**src/rtl/instruction_fetch.sv**
```systemverilog
// -----------------------------------------------------------------------------
// instruction_fetch
//
// Initiator side of the instruction memory read path. Owns the program
// counter, presents it as a word address to a combinational instruction
// memory, and captures {instruction, pc} into a 2-entry buffer that feeds
// decode over a valid/ready handshake. A taken branch/jump redirects the PC
// and flushes the buffer. Fetching stops after a HALT_WORD has been buffered
// and resumes only on redirect or reset.
//
// Ports
//   clk            in   rising-edge clock
//   rst_n          in   asynchronous active-low reset
//   imem_addr      out  ADDR_W word address to instruction memory (== pc)
//   imem_data      in   DATA_W instruction returned for imem_addr
//   redirect_valid in   branch/jump taken this cycle
//   redirect_pc    in   ADDR_W new fetch address, used when redirect_valid=1
//   out_valid      out  buffer head holds a valid instruction
//   out_ready      in   decode accepts the head this cycle
//   out_instr      out  DATA_W head instruction
//   out_pc         out  ADDR_W PC of the head instruction
//   halted         out  fetch stopped on HALT_WORD
// -----------------------------------------------------------------------------
module instruction_fetch #(
  parameter int                 ADDR_W    = 16,
  parameter int                 DATA_W    = 32,
  parameter logic [ADDR_W-1:0]  RESET_PC  = '0,
  parameter logic [DATA_W-1:0]  HALT_WORD = '1
) (
  input  logic              clk,
  input  logic              rst_n,
  output logic [ADDR_W-1:0] imem_addr,
  input  logic [DATA_W-1:0] imem_data,
  input  logic              redirect_valid,
  input  logic [ADDR_W-1:0] redirect_pc,
  output logic              out_valid,
  input  logic              out_ready,
  output logic [DATA_W-1:0] out_instr,
  output logic [ADDR_W-1:0] out_pc,
  output logic              halted
);

  // Fetch FSM encoding
  localparam logic [0:0] ST_RUN  = 1'b0;
  localparam logic [0:0] ST_HALT = 1'b1;

  localparam int         DEPTH      = 2;
  localparam logic [1:0] COUNT_FULL = 2'd2;

  // ---------------------------------------------------------------------------
  // Control state
  // ---------------------------------------------------------------------------
  logic [0:0]        state_q,  state_d;
  logic [ADDR_W-1:0] pc_q,     pc_d;
  logic [1:0]        count_q,  count_d;
  logic              rd_ptr_q, rd_ptr_d;
  logic              wr_ptr_q, wr_ptr_d;

  // ---------------------------------------------------------------------------
  // Handshake decode
  // ---------------------------------------------------------------------------
  logic pop;
  logic push;
  logic has_room;
  logic fetch_is_halt;

  assign out_valid     = (count_q != 2'd0);
  assign pop           = out_valid && out_ready;
  // A full buffer can still take a fetch when the head leaves on the same edge.
  assign has_room      = (count_q != COUNT_FULL) || pop;
  assign push          = (state_q == ST_RUN) && !redirect_valid && has_room;
  assign fetch_is_halt = (imem_data == HALT_WORD);

  assign imem_addr = pc_q;
  assign halted    = (state_q == ST_HALT);

  // ---------------------------------------------------------------------------
  // Next-state logic
  // ---------------------------------------------------------------------------
  always_comb begin
    state_d  = state_q;
    pc_d     = pc_q;
    count_d  = count_q;
    rd_ptr_d = rd_ptr_q;
    wr_ptr_d = wr_ptr_q;

    if (redirect_valid) begin
      // Redirect wins over fetch and halt. A same-cycle pop has already been
      // taken by decode; whatever is left in the buffer is stale path.
      state_d  = ST_RUN;
      pc_d     = redirect_pc;
      count_d  = 2'd0;
      rd_ptr_d = 1'b0;
      wr_ptr_d = 1'b0;
    end else begin
      count_d = count_q + 2'(push) - 2'(pop);

      if (pop) begin
        rd_ptr_d = ~rd_ptr_q;
      end

      if (push) begin
        wr_ptr_d = ~wr_ptr_q;
        // Wraps naturally modulo 2^ADDR_W.
        pc_d     = pc_q + ADDR_W'(1);
        // The halt word itself is buffered so decode still observes it.
        if (fetch_is_halt) begin
          state_d = ST_HALT;
        end
      end
    end
  end

  // ---------------------------------------------------------------------------
  // Control registers
  // ---------------------------------------------------------------------------
  always_ff @(posedge clk or negedge rst_n) begin
    if (!rst_n) begin
      state_q  <= ST_RUN;
      pc_q     <= RESET_PC;
      count_q  <= 2'd0;
      rd_ptr_q <= 1'b0;
      wr_ptr_q <= 1'b0;
    end else begin
      state_q  <= state_d;
      pc_q     <= pc_d;
      count_q  <= count_d;
      rd_ptr_q <= rd_ptr_d;
      wr_ptr_q <= wr_ptr_d;
    end
  end

  // ---------------------------------------------------------------------------
  // Buffer storage. Contents are only meaningful while counted, so the data
  // registers carry no reset; validity lives entirely in count_q.
  // ---------------------------------------------------------------------------
  for (genvar gi = 0; gi < DEPTH; gi++) begin : g_entry
    logic [DATA_W-1:0] instr_q;
    logic [ADDR_W-1:0] pc_q;
    logic              wr_en;

    assign wr_en = push && (wr_ptr_q == 1'(gi));

    always_ff @(posedge clk) begin
      if (wr_en) begin
        instr_q <= imem_data;
        pc_q    <= imem_addr;
      end
    end
  end

  // Head selection by read pointer.
  assign out_instr = rd_ptr_q ? g_entry[1].instr_q : g_entry[0].instr_q;
  assign out_pc    = rd_ptr_q ? g_entry[1].pc_q    : g_entry[0].pc_q;

endmodule
```
**config.mk**
```make
export PLATFORM = sky130hd
export DESIGN_NAME = instruction_fetch
export DESIGN_NICKNAME = d
export VERILOG_FILES = /design/src/rtl/instruction_fetch.sv
export SDC_FILE = /design/constraint.sdc
export NUM_CORES = 1
export LEC_CHECK = 0
export BUFFER_PORTS_ARGS = -buffer_cell sky130_fd_sc_hd__buf_4
export CAP_MARGIN = 10
export CORE_UTILIZATION = 53
export CTS_CLUSTER_SIZE = 30
export DETAILED_ROUTE_END_ITERATION = 8
export PLACE_DENSITY = 0.82
export SYNTH_ARGS = -nofsm -noshare
export SYNTH_HDL_FRONTEND = slang
export SYNTH_SLANG_ARGS = --single-unit
```
**constraint.sdc**
```tcl
create_clock -name clk -period 5.31 [get_ports clk]
set_clock_uncertainty 0.15 [all_clocks]
set_input_delay 0.531 -clock clk [delete_from_list [all_inputs] [get_ports clk]]
set_output_delay 0.531 -clock clk [all_outputs]
set_load 0.1 [all_outputs]
```
==> results of run 1 <==
-- area by class of cell --
cell class                      count  area share
Sequential cell                   117       0.540
Clock buffer                       17      0.0656
Timing Repair Buffer              120       0.143
Clock inverter                     14      0.0220
Tap cell                          108      0.0214
Multi-Input combinational cell    159       0.206
Inverter                            4     0.00238
-- Yosys cell counts (all sizes together) --
library cell  count  area (um2)
o21ai            14        70.1
nor4              7        43.8
ha                3        37.5
nor3b             2        20.0
nand4             9        86.3
or2               1        6.26
and4              2        17.5
nand3             6        30.0
mux2i             4        40.0
xor2              1        8.76
nor3              4        25.0
or4               2        18.8
or3               1        6.26
xnor2            13         114
buf               6        32.5
o22ai             1        6.26
edfxtp           96        2880
a221o             1        10.0
inv               4        15.0
dfrtp            21         526
nor4b             2        17.5
nor2              8        30.0
nand2b            2        12.5
nand4b            2        17.5
and2              1        6.26
a31oi             1        6.26
o31a              1        8.76
clkbuf            4        15.0
nand2            17        63.8
nor2b             5        31.3
nand3b            1        7.51
mux2             48         541
-- logic make-up after synthesis --
| kind of cell | share of synthesized area |
|---|---|
| flip-flops | 0.717 |
| adder cells (fa/ha/maj) | 0.00790 |
| AND/OR/NAND/NOR | 0.0927 |
| XOR/XNOR | 0.0258 |
| AO/OA/AOI/OAI | 0.0213 |
| buffers and inverters | 0.0132 |
| multiplexers | 0.122 |
-- routing by layer --
metal | part of all wire | wire length, um | vias to the layer above | track usage
met5 | 0 | 0 | - | 0
met1 | 0.43 | 4150 | 1428 | 0.300
li1 | - | - | 1376 | -
met3 | 0.074 | 717 | 13 | 0.0679
met2 | 0.48 | 4650 | 139 | 0.323
met4 | 0.014 | 139 | 0 | 0.0850
-- final timing paths --
check	from	end	slack, ps	cells after the start
worst min-delay path	imem_data[2]	g_entry[0].instr_q[2]	70	1
min in group asynchronous	rst_n	imem_addr[1]	300	2
worst max-delay path	rd_ptr_q	out_instr[14]	2310	2
max in group asynchronous	rst_n	rd_ptr_q	4470	2
worst max register to register	count_q[0]	count_q[0]	2880	6
worst min register to register	imem_addr[15]	g_entry[0].pc_q[15]	370	0
-- per-stage QoR --
stage	power (mW)	utilization	setup slack, ps	instance area [um2]	hold slack (ps)
after floorplan	2.46	-	1380	4750	85.4
final	3.80	0.724	2310	6310	66.7
after global placement	2.76	0.659	2760	5750	283
after CTS	3.81	0.724	2280	6310	47.4
after global routing	3.92	0.724	2210	6310	39.8
after detailed placement	2.77	0.659	2710	5750	281
-- registers in the layout, summed over array words and instances (netlist names) --
register,cells
g_entry.instr_q,64
halted,1
imem_addr,16
count_q,2
rd_ptr_q,1
g_entry.pc_q,32
wr_ptr_q,1
-- critical path: stages (launching register included) --
cell     delay (ps)
dfrtp_2        1130
mux2_2          440
buf_4           240
-- power by group through the flow --
| stage | Combinational, mW | Clock, mW | Sequential (mW) |
|---|---|---|---|
| finish | 1.51 | 1.04 | 1.25 |
| global placement | 1.50 | 0 | 1.26 |
| CTS | 1.51 | 1.05 | 1.25 |
| floorplan | 1.14 | 0 | 1.32 |
| global route | 1.55 | 1.10 | 1.27 |
| detailed placement | 1.51 | 0 | 1.27 |
==> summary.md, run 1 <==
* 0 ps — Total Negative Setup Slacks
* 0.396 — combinational group share of total power
* built — TritonCTS clock tree
* 0 — number of max-slew violations in the final report
* 0.796 — final weighted congestion in routability-driven placement
* 0 — post-cts sizing count
* 0 — number of buffers inserted to repair setup after CTS
* 3000 ps — clock period minus final worst setup slack
* 507 — number of placed cells counting well taps
* 4630 ps — endpoint required time on the critical path
* 2 — Max Buffers Root-to-Sink
* 2.38 nW — leakage power
* 290 — Post-Syn Instances
* 50 — largest net degree at the start of global routing
* 6 — DR pass1 iterations
* 0 — Hold Violations, Final
* 0.000359 V — maximum vdd drop
* 0.717 — proportion of synthesized chip area in sequential cells
* 4750 um2 — netlist area before placement
* 0.545 — Initial Utilization
* 8720 um2 — Floorplan Core Area
* 0 — setup-violating endpoint count in the final report
* 16.4 um2 — Avg Synthesized Cell Area
* 117 — Clock Sink Count
* finished, final reports clean — status
* 9660 um — total length of routed wires
* 0.476 — layout cell share with drive strength beyond 1
* flop to output port — crit path kind
* 0.274 — part of the total power dissipated in the clock network
* 117 — total of buffers placed on input and output ports
* 49 — peak fanout along the critical path
* false — setup repair after global routing missed its margin
* 186 — iteration-0 DRC count of the detailed router
* buf_4 — most frequent standard cell in the layout excluding fill and tap cells
* 3410 um2 — footprint of the flip-flops and latches
* 17.9 um — routed len/inst
* input port to flop — classification of the worst-slack hold path
* 2.15 mW — internal power summed over all cells
* 0 — total overflow reported by the global router
* 1 — total of hold buffers inserted after clock tree synthesis
* flop — CP startpoint kind
* 34 — std cell rows
* 602 nW/um2 — power density over cell area
* output port — Worst Setup End Kind
* 6130 um — DP Wirelength
* 4 — htree depth
* 118 — io pins
* 539 — Final Instance Count excl. Fillers
* 0 — reported max-cap violation count
* 1.65 mW — Switch Pwr
* 0 — residual antenna-violating net count after detailed routing
* 345 — Net Count, Synth
* 1150 ps — Slew @ Worst Pin
* 5.48 — via count normalized by instance count
* 0 — diodes inserted
* 333 MHz — highest achievable clock rate
* 60 ps — Reg clk slew, reported paths
* 0.330 — fraction of power consumed by sequential logic
* 1300 um2 — multi-input logic area
* 474 — Final #Nets
* 0 — warnings from Yosys
* 2956 — Vias
* 0.565 — post-route fraction of the period consumed by the critical path
* 9350 um2 — die area
* 500 ps — insertion delay to the later sink of the worst-skew pair
* 0.217 — total track usage
* 96.7 um — Horiz. Die Dim
* 2320 ps — Worst Path Arrival
* 32.8% — growth of design area from synthesis to finish
* 0 — initial antenna violation count
* 0.434 — share of total power consumed by net switching
* 96.7 um — die boundary height
* 0 — DRC violation count after routing
* 0.236 — remaining max-slew budget at the tightest pin
* 2988 — via count of the first global-routing pass
* 17 — clock buffers created by TritonCTS
* 38 — Netlist cell types
* 541 — Filler Cells Inserted
* clkbuf_8 — Root Buffer
* 117 — number of register bits inferred by synthesis
* 15400 um — wire length of the first global-routing pass
* buf_4, edfxtp_1, mux2_2 — most frequent cells in the layout
No activity file was read; power rests on OpenSTA's default activity.
==> inputs of run 2 (changes only) <==
- clock period: 5.31 -> 3 ns (I/O delays scaled with it)
==> run 2 against run 1 <==
Effect of this change:
- power grew 86%
- die area is the same
- routed wire length grew 10%
- global-route usage grew 2.1 points
- clock-buffer cell count grew 3
- critical path depth grew 1
- combinational power grew 87%
- clock power grew 100%
- sequential power grew 72%
==> summary.md, run 2 (synthesis results as in run 1) <==
* 0.545 — Initial Utilization, unchanged
* 0 — residual antenna-violating net count after detailed routing, unchanged
* 0.000660 V — maximum vdd drop, was 0.000359 V
* 0 — diodes inserted, unchanged
* dfrtp_2 — cell at the slowest stage of the critical path, unchanged
* 0.303 — fraction of power consumed by sequential logic, was 0.330
* 2390 ps — clock period minus final worst setup slack
* 96.7 um — Horiz. Die Dim, unchanged
* 34 — std cell rows, unchanged
* 0.741 — final weighted congestion in routability-driven placement, was 0.796
* 1940 ps — Worst Path Arrival, was 2320 ps
* 39 — peak fanout along the critical path, was 49
* 470 — Filler Cells Inserted, was 541
* 2 — Max Buffers Root-to-Sink, unchanged
* 17 — clock buffers created by TritonCTS, unchanged
* 0 — reported max-cap violation count, unchanged
* 590 — Final Instance Count excl. Fillers, was 539
* finished, final reports clean — status, unchanged
* 4 — htree depth, unchanged
* flop to output port — crit path kind, unchanged
* 419 MHz — highest achievable clock rate
* 0.434 — layout cell share with drive strength beyond 1, was 0.476
* 510 ps — insertion delay to the later sink of the worst-skew pair, was 500 ps
* 0.398 — combinational group share of total power, was 0.396
* 511 ps — Slew @ Worst Pin, was 1150 ps
* 2.65 nW — leakage power, was 2.38 nW
* 0 — number of buffers inserted to repair setup after CTS, unchanged
* flip-flops — CP top delay family, unchanged
* 0 — setup-violating endpoint count in the final report, unchanged
* 613 ps — PnR worst setup slack, was 2310 ps
* 60 ps — Reg clk slew, reported paths, about the same
* 4.12 mW — internal power summed over all cells, was 2.15 mW
* 0 ps — Total Negative Setup Slacks, unchanged
* 4 — DR pass1 iterations, was 6
* buf_12 > mux2_2 > buf_4 — cells traversed along the worst timing path, was mux2_2 > buf_4
* 0 — Hold Violations, Final, unchanged
* 800 ps — pre-CTS WS, was 2710 ps
* 1020 nW/um2 — power density over cell area, was 602 nW/um2
* 3169 — Vias, was 2956
* 509 — number of placed cells counting well taps, was 507
* 18.0 um — routed len/inst, was 17.9 um
* 0.796 — post-route fraction of the period consumed by the critical path
* 0.418 — share of total power consumed by net switching, was 0.434
* 0.238 — total track usage, was 0.217
* 0 — post-cts sizing count, unchanged
* 5800 um2 — placed cell area, was 5750 um2
* 17000 um — wire length of the first global-routing pass, was 15400 um
* 6930 um2 — post-route standard cell area excluding fillers, was 6310 um2
* 45.7% — growth of design area from synthesis to finish, was 32.8%
* 2550 ps — endpoint required time on the critical path, was 4630 ps
* flop — CP startpoint kind, unchanged
* 44 — largest net degree at the start of global routing, was 50
* 0.298 — part of the total power dissipated in the clock network, was 0.274
* output port — Worst Setup End Kind, unchanged
* 0 — number of max-slew violations in the final report, unchanged
* 6320 um — DP Wirelength, was 6130 um
* 0 — DRC violation count after routing, unchanged
* 0.655 — remaining max-slew budget at the tightest pin, was 0.236
* 2 — Critical path buffers and inverters, was 1
* 96.7 um — die boundary height, unchanged
* buf_4, edfxtp_1, dlygate4sd3_1 — most frequent cells in the layout, was buf_4, edfxtp_1, mux2_2
* 2.96 mW — Switch Pwr, was 1.65 mW
* 530 ps — maximum single-stage delay on the critical path, was 1130 ps
* 67.8 ps — smallest hold slack, was 66.7 ps
* 3317 — via count of the first global-routing pass, was 2988
* 117 — Clock Sink Count, unchanged
* 0.794 — Util after Layout, was 0.724
* 8720 um2 — Floorplan Core Area, unchanged
* 0 — total overflow reported by the global router, unchanged
* 7.08 mW — total power after layout, was 3.80 mW
* 117 — total of buffers placed on input and output ports, unchanged
* 524 — Final #Nets, was 474
* clkbuf_8 — Root Buffer, unchanged
* built — TritonCTS clock tree, unchanged
* 118 — io pins, unchanged
* 9350 um2 — die area, unchanged
* buf_4 — most frequent standard cell in the layout excluding fill and tap cells, unchanged
* 101 — iteration-0 DRC count of the detailed router, was 186
* 5.37 — via count normalized by instance count, was 5.48
* 49 — total of hold buffers inserted after clock tree synthesis, was 1
* 0 — initial antenna violation count, unchanged
* 64 — max FFs per register, unchanged
* false — setup repair after global routing missed its margin, unchanged
* 10600 um — total length of routed wires, was 9660 um
* g_entry.instr_q — register with the most flip-flops, unchanged
* input port to flop — classification of the worst-slack hold path, unchanged
## run 2: worst reg2reg max path, stage by stage (launching register included)
cell and delay, ps:
dfrtp_1 390, nor3b_2 160, buf_4 180, or3_1 420, nor2_4 280, buf_12 290
## run 2: layout make-up
type                       instances  area [um2]  area share
sequential                       117        3410       0.492
timing repair buffer             170        1440       0.207
clock inverter                    12         176      0.0255
clock buffer                      20         455      0.0658
tap                              108         135      0.0195
multi-input combinational        159        1300       0.187
inverter                           4        15.0     0.00217
## run 2: layer usage
metal | wire length [um] | vias up | global-route usage
met3 | 582 | 14 | 0.0672
met5 | 0 | - | 0
li1 | - | 1476 | -
met1 | 4390 | 1573 | 0.296
met4 | 108 | 0 | 0.0746
met2 | 5540 | 106 | 0.404
## run 2: worst paths after layout
kind,cells after the start,start,endpoint,slack (ps)
max,3,rd_ptr_q,out_instr[18],610
min,2,redirect_valid,wr_ptr_q,70
max reg2reg,5,count_q[1],g_entry[0].instr_q[11],790
min reg2reg,0,imem_addr[15],g_entry[1].pc_q[15],400
max in group asynchronous,2,rst_n,rd_ptr_q,2360
min in group asynchronous,2,rst_n,imem_addr[5],90
## run 2: power groups by stage
stage          logic [mW]  registers, mW  clock network (mW)
3_3_place_gp         2.75           2.16                   0
5_1_grt              2.90           2.17                2.21
2_1_floorplan        2.02           2.33                   0
4_1_cts              2.82           2.15                2.14
6_report             2.82           2.15                2.11
3_5_place_dp         2.77           2.18                   0
